### src/rtl/bit_serial_adder.sv
// Bit-serial ripple adder. Operands are latched on an input handshake and one
// sum bit is produced per clock, LSB first. The result is held until the consumer takes it.
// Ports: clk/rst (async active-high), in_valid/in_ready + a, b, c operands,
//        out_valid/out_ready + sum, carry result.
// Latency: out_valid is first high in the cycle after edge E0+WIDTH (E0 = input handshake).
// Backpressure: the result is held in HOLD until out_ready; in_ready is low until then.
module bit_serial_adder #(
    parameter int WIDTH = 8
) (
    input  logic             clk,
    input  logic             rst,
    input  logic             in_valid,
    output logic             in_ready,
    input  logic [WIDTH-1:0] a,
    input  logic [WIDTH-1:0] b,
    input  logic             c,
    output logic             out_valid,
    input  logic             out_ready,
    output logic [WIDTH-1:0] sum,
    output logic             carry
);

    // The counter only needs to reach WIDTH-1. It is kept at least 1 bit wide so WIDTH=1 elaborates.
    localparam int            CW   = (WIDTH > 1) ? $clog2(WIDTH) : 1;
    localparam logic [CW-1:0] LAST = CW'(WIDTH - 1);

    localparam logic [1:0] IDLE = 2'd0;
    localparam logic [1:0] RUN  = 2'd1;
    localparam logic [1:0] HOLD = 2'd2;

    logic [1:0]       state_q, state_d;
    logic [WIDTH-1:0] a_q, a_d;
    logic [WIDTH-1:0] b_q, b_d;
    logic             cr_q, cr_d;
    logic [WIDTH-1:0] sum_q, sum_d;
    logic             carry_q, carry_d;
    logic [CW-1:0]    cnt_q, cnt_d;

    logic             s_bit;
    logic             c_bit;
    logic [WIDTH:0]   sum_cat;

    // Full adder on the current LSBs of the operand shift registers.
    assign s_bit   = a_q[0] ^ b_q[0] ^ cr_q;
    assign c_bit   = (a_q[0] & b_q[0]) | (a_q[0] & cr_q) | (b_q[0] & cr_q);
    // The new bit enters at the MSB. After WIDTH shifts, bit i is in sum[i].
    assign sum_cat = {s_bit, sum_q};

    always_comb begin
        state_d = state_q;
        a_d     = a_q;
        b_d     = b_q;
        cr_d    = cr_q;
        sum_d   = sum_q;
        carry_d = carry_q;
        cnt_d   = cnt_q;
        case (state_q)
            IDLE: begin
                if (in_valid) begin
                    a_d     = a;
                    b_d     = b;
                    cr_d    = c;
                    cnt_d   = '0;
                    state_d = RUN;
                end
            end
            RUN: begin
                a_d   = a_q >> 1;
                b_d   = b_q >> 1;
                cr_d  = c_bit;
                sum_d = sum_cat[WIDTH:1];
                cnt_d = cnt_q + CW'(1);
                if (cnt_q == LAST) begin
                    // The carry output updates only here. It keeps its last value through IDLE and the next RUN.
                    carry_d = c_bit;
                    state_d = HOLD;
                end
            end
            HOLD: begin
                if (out_ready) begin
                    state_d = IDLE;
                end
            end
            default: begin
                state_d = IDLE;
            end
        endcase
    end

    always_ff @(posedge clk or posedge rst) begin
        if (rst) begin
            state_q <= IDLE;
            a_q     <= '0;
            b_q     <= '0;
            cr_q    <= 1'b0;
            sum_q   <= '0;
            carry_q <= 1'b0;
            cnt_q   <= '0;
        end else begin
            state_q <= state_d;
            a_q     <= a_d;
            b_q     <= b_d;
            cr_q    <= cr_d;
            sum_q   <= sum_d;
            carry_q <= carry_d;
            cnt_q   <= cnt_d;
        end
    end

    assign in_ready  = (state_q == IDLE);
    assign out_valid = (state_q == HOLD);
    assign sum       = sum_q;
    assign carry     = carry_q;

endmodule

### config.mk
export PLATFORM = sky130hd
export DESIGN_NAME = bit_serial_adder
export DESIGN_NICKNAME = d
export VERILOG_FILES = /design/src/rtl/bit_serial_adder.sv
export SDC_FILE = /design/constraint.sdc
export NUM_CORES = 1
export LEC_CHECK = 0
export CORE_UTILIZATION = 49
export CTS_CLUSTER_DIAMETER = 50
export CTS_CLUSTER_SIZE = 12
export DETAILED_ROUTE_END_ITERATION = 12
export MAX_ROUTING_LAYER = met4
export PLACE_DENSITY = 0.9
export SLEW_MARGIN = 10
export SYNTH_ARGS = -nofsm -noshare
export SYNTH_HDL_FRONTEND = slang
export SYNTH_SLANG_ARGS = --single-unit
export TNS_END_PERCENT = 10
### constraint.sdc
create_clock -name clk -period 1.8 [get_ports clk]
set_clock_uncertainty 0.2 [all_clocks]
set_input_delay 0.45 -clock clk [delete_from_list [all_inputs] [get_ports clk]]
set_output_delay 0.45 -clock clk [all_outputs]
set_load 0.1 [all_outputs]
Word level (Yosys, flattened, before mapping)
Index checks and enable logic that the tools add are counted.

cells by class
  add/sub/neg operators = 1
  $mul = 0
  div/mod/pow operators = 0
  order comparisons = 0
  eq/ne operators = 6
  shifts and indexed selects = 0
  multiplexer cells = 12
  bitwise logic cells = 7
  reductions and logical operators = 5

operators with widths
  cell                                                                      number
  8-bit case mux with 2 select lines                                        2
  8-bit 2-to-1 mux                                                          2
  2-bit 2-to-1 mux                                                          3
  2-bit case mux with 3 select lines                                        1
  3-bit case mux with 2 select lines                                        1
  2-bit inequality test (second input constant)                             2
  2-bit AND reduction                                                       2
  3-bit by 1-bit adder with 3-bit output (second input constant)            1
  1-bit bitwise AND                                                         3
  3-bit == test (second input constant)                                     1
  3-bit 2-to-1 mux                                                          1
  3-bit AND reduction                                                       1
  2-bit by 1-bit == test with 1-bit output (second input constant)          1
  2-bit == test (second input constant)                                     1
  2-bit zero test                                                           1
  2-bit by 1-bit inequality test with 1-bit output (second input constant)  1
  1-bit bitwise OR                                                          2
  1-bit case mux with 2 select lines                                        1
  2-bit nonzero test                                                        1
  1-bit XOR                                                                 2
  1-bit 2-to-1 mux                                                          1

word-level totals
  bits in registers = 31
  latch bits = 0
  RAM bits = 0
  ROM bits = 0
  input bits = 21
  output and inout port bits = 11
  word-level logic and storage cells = 38
  memories kept = 0

Longest topological paths before layout
  depth after elaboration = 4
  mapped depth = 5
  gate-level depth less buffers = 5

Least setup slack after synthesis
Ideal clock, no wire load.

  path kind = reg2out
  start = reg state_q[1]
  end = out out_valid
  data arrival time = 1924 ps
  required time = 1150 ps
  path slack = -774 ps
  cell stages (with the launch flop) = 5
  path buffers = 2
  path through = dfrtp_1 > buf_4 > inv_2 > buf_6 > nor2_1

on the way
  longest elaborated chain between the ends = 1

ends and longest elaborated chain
  what                      line  source
  start: declaration        31    logic [1:0] state_q, state_d;
  start signal: assignment  100   state_q <= state_d;
  2-bit == test             111   assign out_valid = (state_q == HOLD);
  end: declaration          17    output logic out_valid,

Every way passes these cells.

Final worst setup path
  start = reg state_q[0]
  end = out out_valid

Same word-level chain as after synthesis.

==> run_results.csv <==
group,metric,value,unit
sta,fmaxAchievable,0.560,GHz
yosys,syn_nets,165,
sta,hold_viol_final,0,
detailed_routing,wl,3210,µm
power_and_ir_drop,power.leakage,0.000872,µW
yosys,synth_ff_type,"dfrtp_1",
grt,overflow,0,
min_path,hold_class,"in -> async",
die,core.rowCount,19,
die,start_util,52.1,%
place,postPlaceCellArea,1880,µm²
critical_path,reg2reg_from,"state_q[1]",
clocking,cts_tree,"built",
critical_path,r2r_slack,120,ps
critical_path,worstPathArrival,1140,ps
clocking,cts_buffer_depth,2,
yosys,ys_types,24,
yosys,yosysSeqAreaShare,54.0,%
clocking,cts_buffers,5,
sta,rsz0062_at_grt,"true",
grt,globalRouteTotalUtil,23.7,%
critical_path,start_kind,"flop",
clocking,ctsHoldBuffers,0,
grt,grt_pass1_vias,1218,
sta,setup_slack,13.4,ps
die,ioPinCount,32,
critical_path,crit_required,1150,ps
yosys,synth_edf_count,0,
yosys,ys_seq_elements,31,
detailed_routing,wl_per_cell,15.3,µm
critical_path,reg2reg_to,"carry",
critical_path,worstSetupPathType,"reg -> out",
finish,postLayoutCellArea,1980,µm²
die,coreArea,2760,µm²
clocking,cts_htree_levels,2,
yosys,ys_warn_count,0,
power_and_ir_drop,powerDensity,2090,nW/µm²
finish,syn2layout_area_growth,38.0,%
detailed_routing,ant_nets,0,
detailed_routing,viasPerCell,5.90,
sta,setup_violations,0,
sta,fin_crit,1790,ps
yosys,postSynthCellCount,141,
outcome,status,"complete, no violations",
grt,grt_start_max_net_pins,32,
sta,worst_pin_slew,284,ps
critical_path,reg2regPathDepth,4,
yosys,synth_area_leaders,"dfrtp_1 54%, o22ai_1 12%, nand2_1 7.0%",
detailed_routing,drt_iter0_markers,22,
finish,drive_gt1_share,20.7,%
critical_path,critPathMaxFanout,4,
yosys,ys_top_cells_by_count,"31 x dfrtp_1, 28 x o22ai_1, 27 x nand2_1",
run,max_cap_violations,0,
die,design.die.area,3150,µm²
grt,grt_pass1_wl,5440,µm
finish,n_antenna_cell,0,
sta,period_share,99.3,%
place,pre_cts_ws,-44.5,ps
place,routabilityCongestion,0.814,
die,dieWidth,56.2,µm
clocking,cts_root_buffer,"clkbuf_4",
yosys,yosysMostFrequentCell,"dfrtp_1",
yosys,synth_top_area_share,54.0,%
critical_path,end_kind,"output pin",
clocking,clock_latency,340,ps
detailed_routing,remaining_drc_errors,0,
place,io_buffers,31,
yosys,ys_async_sr_fraction,100,%
yosys,syn-cell-area,1440,µm²
yosys,yosysTopAreaCell,"dfrtp_1",
clocking,clkTransAtPathRegs,100,ps
detailed_routing,dr.pass1.iters,4,
grt,grt_antenna_before_repair,0,
clocking,cts_sinks,31,
detailed_routing,vias,1239,
finish,nFillCells,197,
yosys,syn-mean-instance-area,10.2,µm²
sta,slew_headroom,80.9,%
power_and_ir_drop,ir_drop,2.27,mV
finish,nets,203,
die,die_h,56.2,µm
place,dp_hpwl,2200,µm
sta,drv_slew,0,
## metrics by stage
step                      TNS (ps)  instances  utilization [%]  hold WS [ps]  total power (µW)
after floorplan               -209        141                -           256              2880
after global placement           0        199             68.0           276              3470
after detailed placement      -215        199             68.0           305              3570
after CTS                        0        209             71.7           246              4140
after global routing         -20.9        210             72.0           261              4370
final                            0        210             72.0           251              4140
## worst max path at each step
| stage | slack [ps] | cells past startpoint | end | start |
|---|---|---|---|---|
| floorplan | -210 | 2 | in_ready | state_q[0] |
| global placement | 30 | 5 | a_q[4] | in_valid |
| detailed placement | -40 | 5 | b_q[0] | in_valid |
| CTS | 2 | 2 | in_ready | state_q[0] |
| global route | -20 | 2 | out_valid | state_q[0] |
| finish | 10 | 2 | out_valid | state_q[0] |
## sequential cells by signal, summed over array words and instances, names as in the netlist
| signal | flops |
|---|---|
| a_q | 8 |
| b_q | 8 |
| carry | 1 |
| cnt_q | 3 |
| cr_q | 1 |
| state_q | 2 |
| sum | 8 |
## layout by cell type (no fill, tap or decap)
cell type / instances
a21oi_1: 16
a22o_1: 2
a22oi_1: 1
and2b_1: 1
and2b_4: 1
and4bb_2: 1
buf_12: 12
buf_4: 9
bufinv_16: 1
clkbuf_1: 1
clkbuf_4: 5
clkdlybuf4s50_1: 20
dfrtp_1: 29
dfrtp_2: 2
fa_1: 1
ha_1: 2
inv_1: 2
inv_2: 1
mux2_4: 1
nand2_1: 27
nand2_2: 1
nand2b_1: 1
nand2b_4: 1
nor2_1: 2
nor2_4: 2
nor2b_1: 1
o21ai_0: 7
o22ai_1: 28
o31ai_1: 1
## timing repair
item	in CTS	in global routing
cloned	0	0
resized for setup	3	0
endpoints found under the setup margin	2	2
pin swaps	0	1
setup buffers	3	1
## layout make-up
cell class	instances	area (µm²)	area share (%)
inverter	3	11.3	0.567
timing repair buffer	41	508	25.6
clock inverter	1	30.0	1.51
sequential	31	778	39.2
multi-input combinational	97	577	29.1
tap	31	38.8	1.95
clock buffer	6	41.3	2.08
## critical path, stage by stage (launching register included)
cell,delay [ps]
dfrtp_2,470
nor2_4,140
buf_12,180
## metal layers
metal	up-vias	wire [µm]	GRT usage, %
met5	-	0	-
met4	0	69	12.5
met3	11	223	6.98
met2	54	1620	37.4
met1	590	1300	27.2
li1	584	-	-
## report_power, final
part | switching, µW | total (µW) | internal (µW)
sequential | 312 | 1330 | 1020
clock | 239 | 525 | 286
combinational | 1390 | 2290 | 896
## cells by family (layout without fill, tap and decap cells)
kind of cell,after synthesis,in the layout,synth area share (%)
and+or+nand+nor,38,38,12.4
DFF,31,31,54.0
muxes,1,1,1.04
AOI/OAI and AO/OA,55,55,22.5
adders and majority gates,3,3,3.13
buffers and inverters,13,51,6.96
Power figures use the tool's default switching activity.
==> RTL change 1: new RTL, config.mk and constraints unchanged <==
Set the parameter `WIDTH` to 16 (it was 8).
--- a/src/rtl/bit_serial_adder.sv
+++ b/src/rtl/bit_serial_adder.sv
@@ -6,5 +6,5 @@
 // Backpressure: the result is held in HOLD until out_ready; in_ready is low until then.
 module bit_serial_adder #(
-    parameter int WIDTH = 8
+    parameter int WIDTH = 16
 ) (
     input  logic             clk,
Interface: changed (resized a, b and sum); port bits go from 32 to 56. The function was not compared with the original's and may differ.
==> RTL change 1 against the unedited design <==
The run now ends with negative setup slack left; area after synthesis is 79% higher; total power is 79% higher; worst hold slack better by 0.040 ns; setup slack lost 0.071 ns; sequential cell count grew 25; utilization rose by 0.77 points; routed wire length up 82%; final area is 86% higher; cell count is 78% higher; largest cell class unchanged.
==> RTL change 1: results <==
export IMPL_grt_pass1_vias=2017
export IMPL_ys_seq_area_share_pct=54.4
export IMPL_met2RoutedLength_mm=2.99
export IMPL_route_detailed_wl_per_inst_um=15.7
export IMPL_placed_cells_incl_taps=358
export IMPL_use_met3_pct=5.15
export IMPL_reg2reg_setup_slack_ns=0.05
export IMPL_met3_routed_wl_um=294
export IMPL_count_of_input_and_output_buffers=55
export IMPL_synth_cell_types=29
export IMPL_detailroute_via_count=2071
export IMPL_synth_mux_area_share_pct=8.31
export IMPL_vdd_ir_drop_max_uv=1150
export IMPL_critPathCapture="in_ready"
export IMPL_grt_start_max_net_pins=57
export IMPL_clock_latency_ns=0.31
export IMPL_post_synth_inst_count=241
export IMPL_setup_ws_ns=-0.0581
export IMPL_worst_setup_sp="state_q[1]"
export IMPL_pre_cts_ws_ns=-0.148
export IMPL_area_fraction_in_compound_gates_after_synthesis_pct=15.7
export IMPL_violations="negative setup slack"
export IMPL_netlist_top_cells_count="56 x sky130_fd_sc_hd__dfrtp_1, 33 x sky130_fd_sc_hd__nand2_1, 29 x sky130_fd_sc_hd__a21oi_1"
export IMPL_ys_top_cells_by_area="sky130_fd_sc_hd__dfrtp_1 54%, sky130_fd_sc_hd__and3b_1 9.5%, sky130_fd_sc_hd__mux2_2 7.9%, sky130_fd_sc_hd__a21oi_1 5.6%, sky130_fd_sc_hd__o21ai_0 5.3%"
export IMPL_critical_path_slowest_cell="sky130_fd_sc_hd__dfrtp_1"
export IMPL_internal_power_w=0.00404
export IMPL_gp_congestion=0.771
export IMPL_seq_power_w=0.00232
export IMPL_filler_cell_count=353
export IMPL_power_frac_clock_pct=9.7
export IMPL_synthAdderAreaFrac_pct=1.26
export IMPL_total_neg_setup_slack_ns=-0.0638
export IMPL_nets=341
export IMPL_ctsResizeCount=2
export IMPL_grt_pass1_wl_mm=9.72
export IMPL_global_route_usage_met1_pct=31.3
export IMPL_drt_first_iter_violations=208
export IMPL_cp_slowest_stage_delay_ns=0.42
export IMPL_grt_util_met2_pct=38.2
export IMPL_crit_arrival_ns=1.21
export IMPL_power_share_sequential_pct=31.4
export IMPL_placement_cell_area_mm2=0.00348
export IMPL_grt_total_usage_pct=24.5
export IMPL_leakagePower_nw=1.72
export IMPL_drive_gt1_share_pct=22.8
export IMPL_hold_path_class="register to register"
export IMPL_worstMarginPinSlew_ns=0.323
export IMPL_root_buffer="sky130_fd_sc_hd__clkbuf_8"
export IMPL_cts_setup_buffers=5
export IMPL_synth_fp_nets=280
export IMPL_setup_violations_final=2
export IMPL_route_detailed_vias_per_inst=5.55
export IMPL_outcome="complete, but fails checks"
[RTL change 1: changes by cell type in the layout (fill, tap and decap cells not counted), moves of 13 or more]
cell	change
sky130_fd_sc_hd__dfrtp_1	+26
sky130_fd_sc_hd__buf_12	+13
sky130_fd_sc_hd__clkdlybuf4s50_1	+16
sky130_fd_sc_hd__mux2_2	+18
sky130_fd_sc_hd__o21ai_0	+20
sky130_fd_sc_hd__and3b_1	+28
sky130_fd_sc_hd__a21oi_1	+13
sky130_fd_sc_hd__o22ai_1	-28
[RTL change 1: final cells by class]
| cell class | count | area (um2) | area share (%) |
|---|---|---|---|
| Clock buffer | 7 | 86.3 | 2.34 |
| Tap cell | 70 | 87.6 | 2.37 |
| Timing Repair Buffer | 73 | 1000 | 27.2 |
| Sequential cell | 56 | 1400 | 38.0 |
| Multi-Input combinational cell | 162 | 1080 | 29.3 |
| Inverter | 4 | 21.3 | 0.576 |
| Clock inverter | 1 | 7.51 | 0.203 |
==> RTL change 2: new RTL, config.mk and constraints unchanged <==
Made on the original files. Take the reset off `a_q`, `b_q` and `sum_q` and load them in a clocked block of their own.
--- a/src/rtl/bit_serial_adder.sv
+++ b/src/rtl/bit_serial_adder.sv
@@ -91,19 +91,19 @@
         if (rst) begin
             state_q <= IDLE;
-            a_q     <= '0;
-            b_q     <= '0;
             cr_q    <= 1'b0;
-            sum_q   <= '0;
             carry_q <= 1'b0;
             cnt_q   <= '0;
         end else begin
             state_q <= state_d;
-            a_q     <= a_d;
-            b_q     <= b_d;
             cr_q    <= cr_d;
-            sum_q   <= sum_d;
             carry_q <= carry_d;
             cnt_q   <= cnt_d;
         end
+    end
+
+    always_ff @(posedge clk) begin
+        a_q   <= a_d;
+        b_q   <= b_d;
+        sum_q <= sum_d;
     end
 
Function: differs if rst is asserted again (counterexample within 4 cycles, from zero or initial values and one cycle with rst high); with rst held inactive, the same outputs for 10 cycles.
==> RTL change 2 against the unedited design <==
The flow now finishes with violations (negative setup slack); final area fell by 4.4%; area after synthesis fell by 7.0%; count of clock-buffer cells in the layout did not move; routed wire length fell by 25%; sequential cell count did not move; non-clock buffer count fell by 3; fmax fell by 7.8%; setup slack got worse by 0.15 ns; utilization rose by 3.3 points; via count fell by 38%; critical path type unchanged; highest routed layer unchanged.
Power is not shown: default switching activity piles up to over one toggle a cycle in this logic, so the estimate is an artifact.
==> RTL change 2: results <==
export IMPL_outcome="complete, but fails checks"
export IMPL_violations="negative setup slack"
export IMPL_cts_htree_levels=2
export IMPL_worstMarginPinSlew_ns=0.297
export IMPL_grt_total_usage_pct=21.4
export IMPL_placed_cells_incl_taps=136
export IMPL_whs_ns=0.148
export IMPL_gp_congestion=0.835
export IMPL_crit_arrival_ns=1.29
export IMPL_ys_seq_area_share_pct=67.0
export IMPL_setup_ws_ns=-0.137
export IMPL_fin_cells=146
export IMPL_netlist_top_cells_count="24 x sky130_fd_sc_hd__edfxtp_1, 14 x sky130_fd_sc_hd__mux2_4, 7 x sky130_fd_sc_hd__dfrtp_1"
export IMPL_drive_gt1_share_pct=36.2
export IMPL_post_synth_inst_count=73
export IMPL_ys_top_cells_by_area="sky130_fd_sc_hd__edfxtp_1 54%, sky130_fd_sc_hd__mux2_4 16%, sky130_fd_sc_hd__dfrtp_1 13%, sky130_fd_sc_hd__buf_6 2.5%, sky130_fd_sc_hd__ha_1 1.9%"
export IMPL_synth_cell_types=20
export IMPL_synth_enable_flop_cells=24
export IMPL_grt_antenna_before_repair=0
export IMPL_placement_cell_area_mm2=0.00183
export IMPL_nets=139
export IMPL_grt_pass1_wl_mm=3.93
export IMPL_pre_cts_ws_ns=-0.0233
export IMPL_drt_first_iter_violations=12
export IMPL_cts_setup_buffers=2
export IMPL_setup_violations_final=2
export IMPL_critical_path_peak_fanout=3
export IMPL_detailroute_via_count=766
export IMPL_filler_cell_count=161
export IMPL_synth_fp_nets=97
export IMPL_ctsResizeCount=1
export IMPL_fraction_of_registers_with_async_set_reset_pct=22.6
export IMPL_post_dp_hpwl_mm=1.72
export IMPL_root_buffer="sky130_fd_sc_hd__clkbuf_4"
## RTL change 2: area by class of cell
class,count,share of cell area [%]
Tap cell,30,1.98
Inverter,4,0.989
Clock buffer,6,2.18
Clock inverter,2,0.396
Sequential cell,31,47.2
Timing Repair Buffer,38,26.2
Multi-Input combinational cell,35,21.0
## RTL change 2: metrics by stage
step	TNS (ns)	util (%)
2_1_floorplan	-0.122	-
3_3_place_gp	0	72.5
3_5_place_dp	-0.378	72.5
4_1_cts	-0.151	75.2
5_1_grt	-0.292	75.2
6_report	-0.174	75.2
## RTL change 2: critical path, stage by stage (launching register included)
cell and delay (ns):
sky130_fd_sc_hd__dfrtp_1 0.41, sky130_fd_sc_hd__or2b_1 0.28, sky130_fd_sc_hd__clkinvlp_4 0.10, sky130_fd_sc_hd__buf_12 0.17
## RTL change 2: logic make-up (layout without fill, tap and decap cells)
kind of cell / after synthesis / after routing / share of synthesized area, %
simple gates: 10 / 10 / 5.24
buf+inv: 7 / 50 / 3.65
fa+ha+maj: 3 / 3 / 3.37
mux: 16 / 16 / 17.4
flops: 31 / 31 / 67.0
compound gates: 6 / 6 / 3.28
## RTL change 2: layer usage
metal  vias up  wire length [um]  part of all wire, %  global-route usage (%)
met2        31              1230                   51                    32.7
met4         0                96                  4.0                    13.2
li1        353                 -                    -                       -
met3        13               145                  6.0                    9.72
met1       369               924                   39                    22.5
met5         -                 0                    0                       -
## RTL change 2: path summary, 6_finish.rpt
path                            start         end  depth (start not counted)
max                        state_q[0]   out_valid                          3
min                               rst  state_q[1]                          2
max reg2reg                state_q[1]      b_q[4]                          4
min reg2reg                  cnt_q[2]    cnt_q[2]                          1
max in group asynchronous         rst    cnt_q[0]                          2
min in group clk             cnt_q[2]    cnt_q[2]                          1
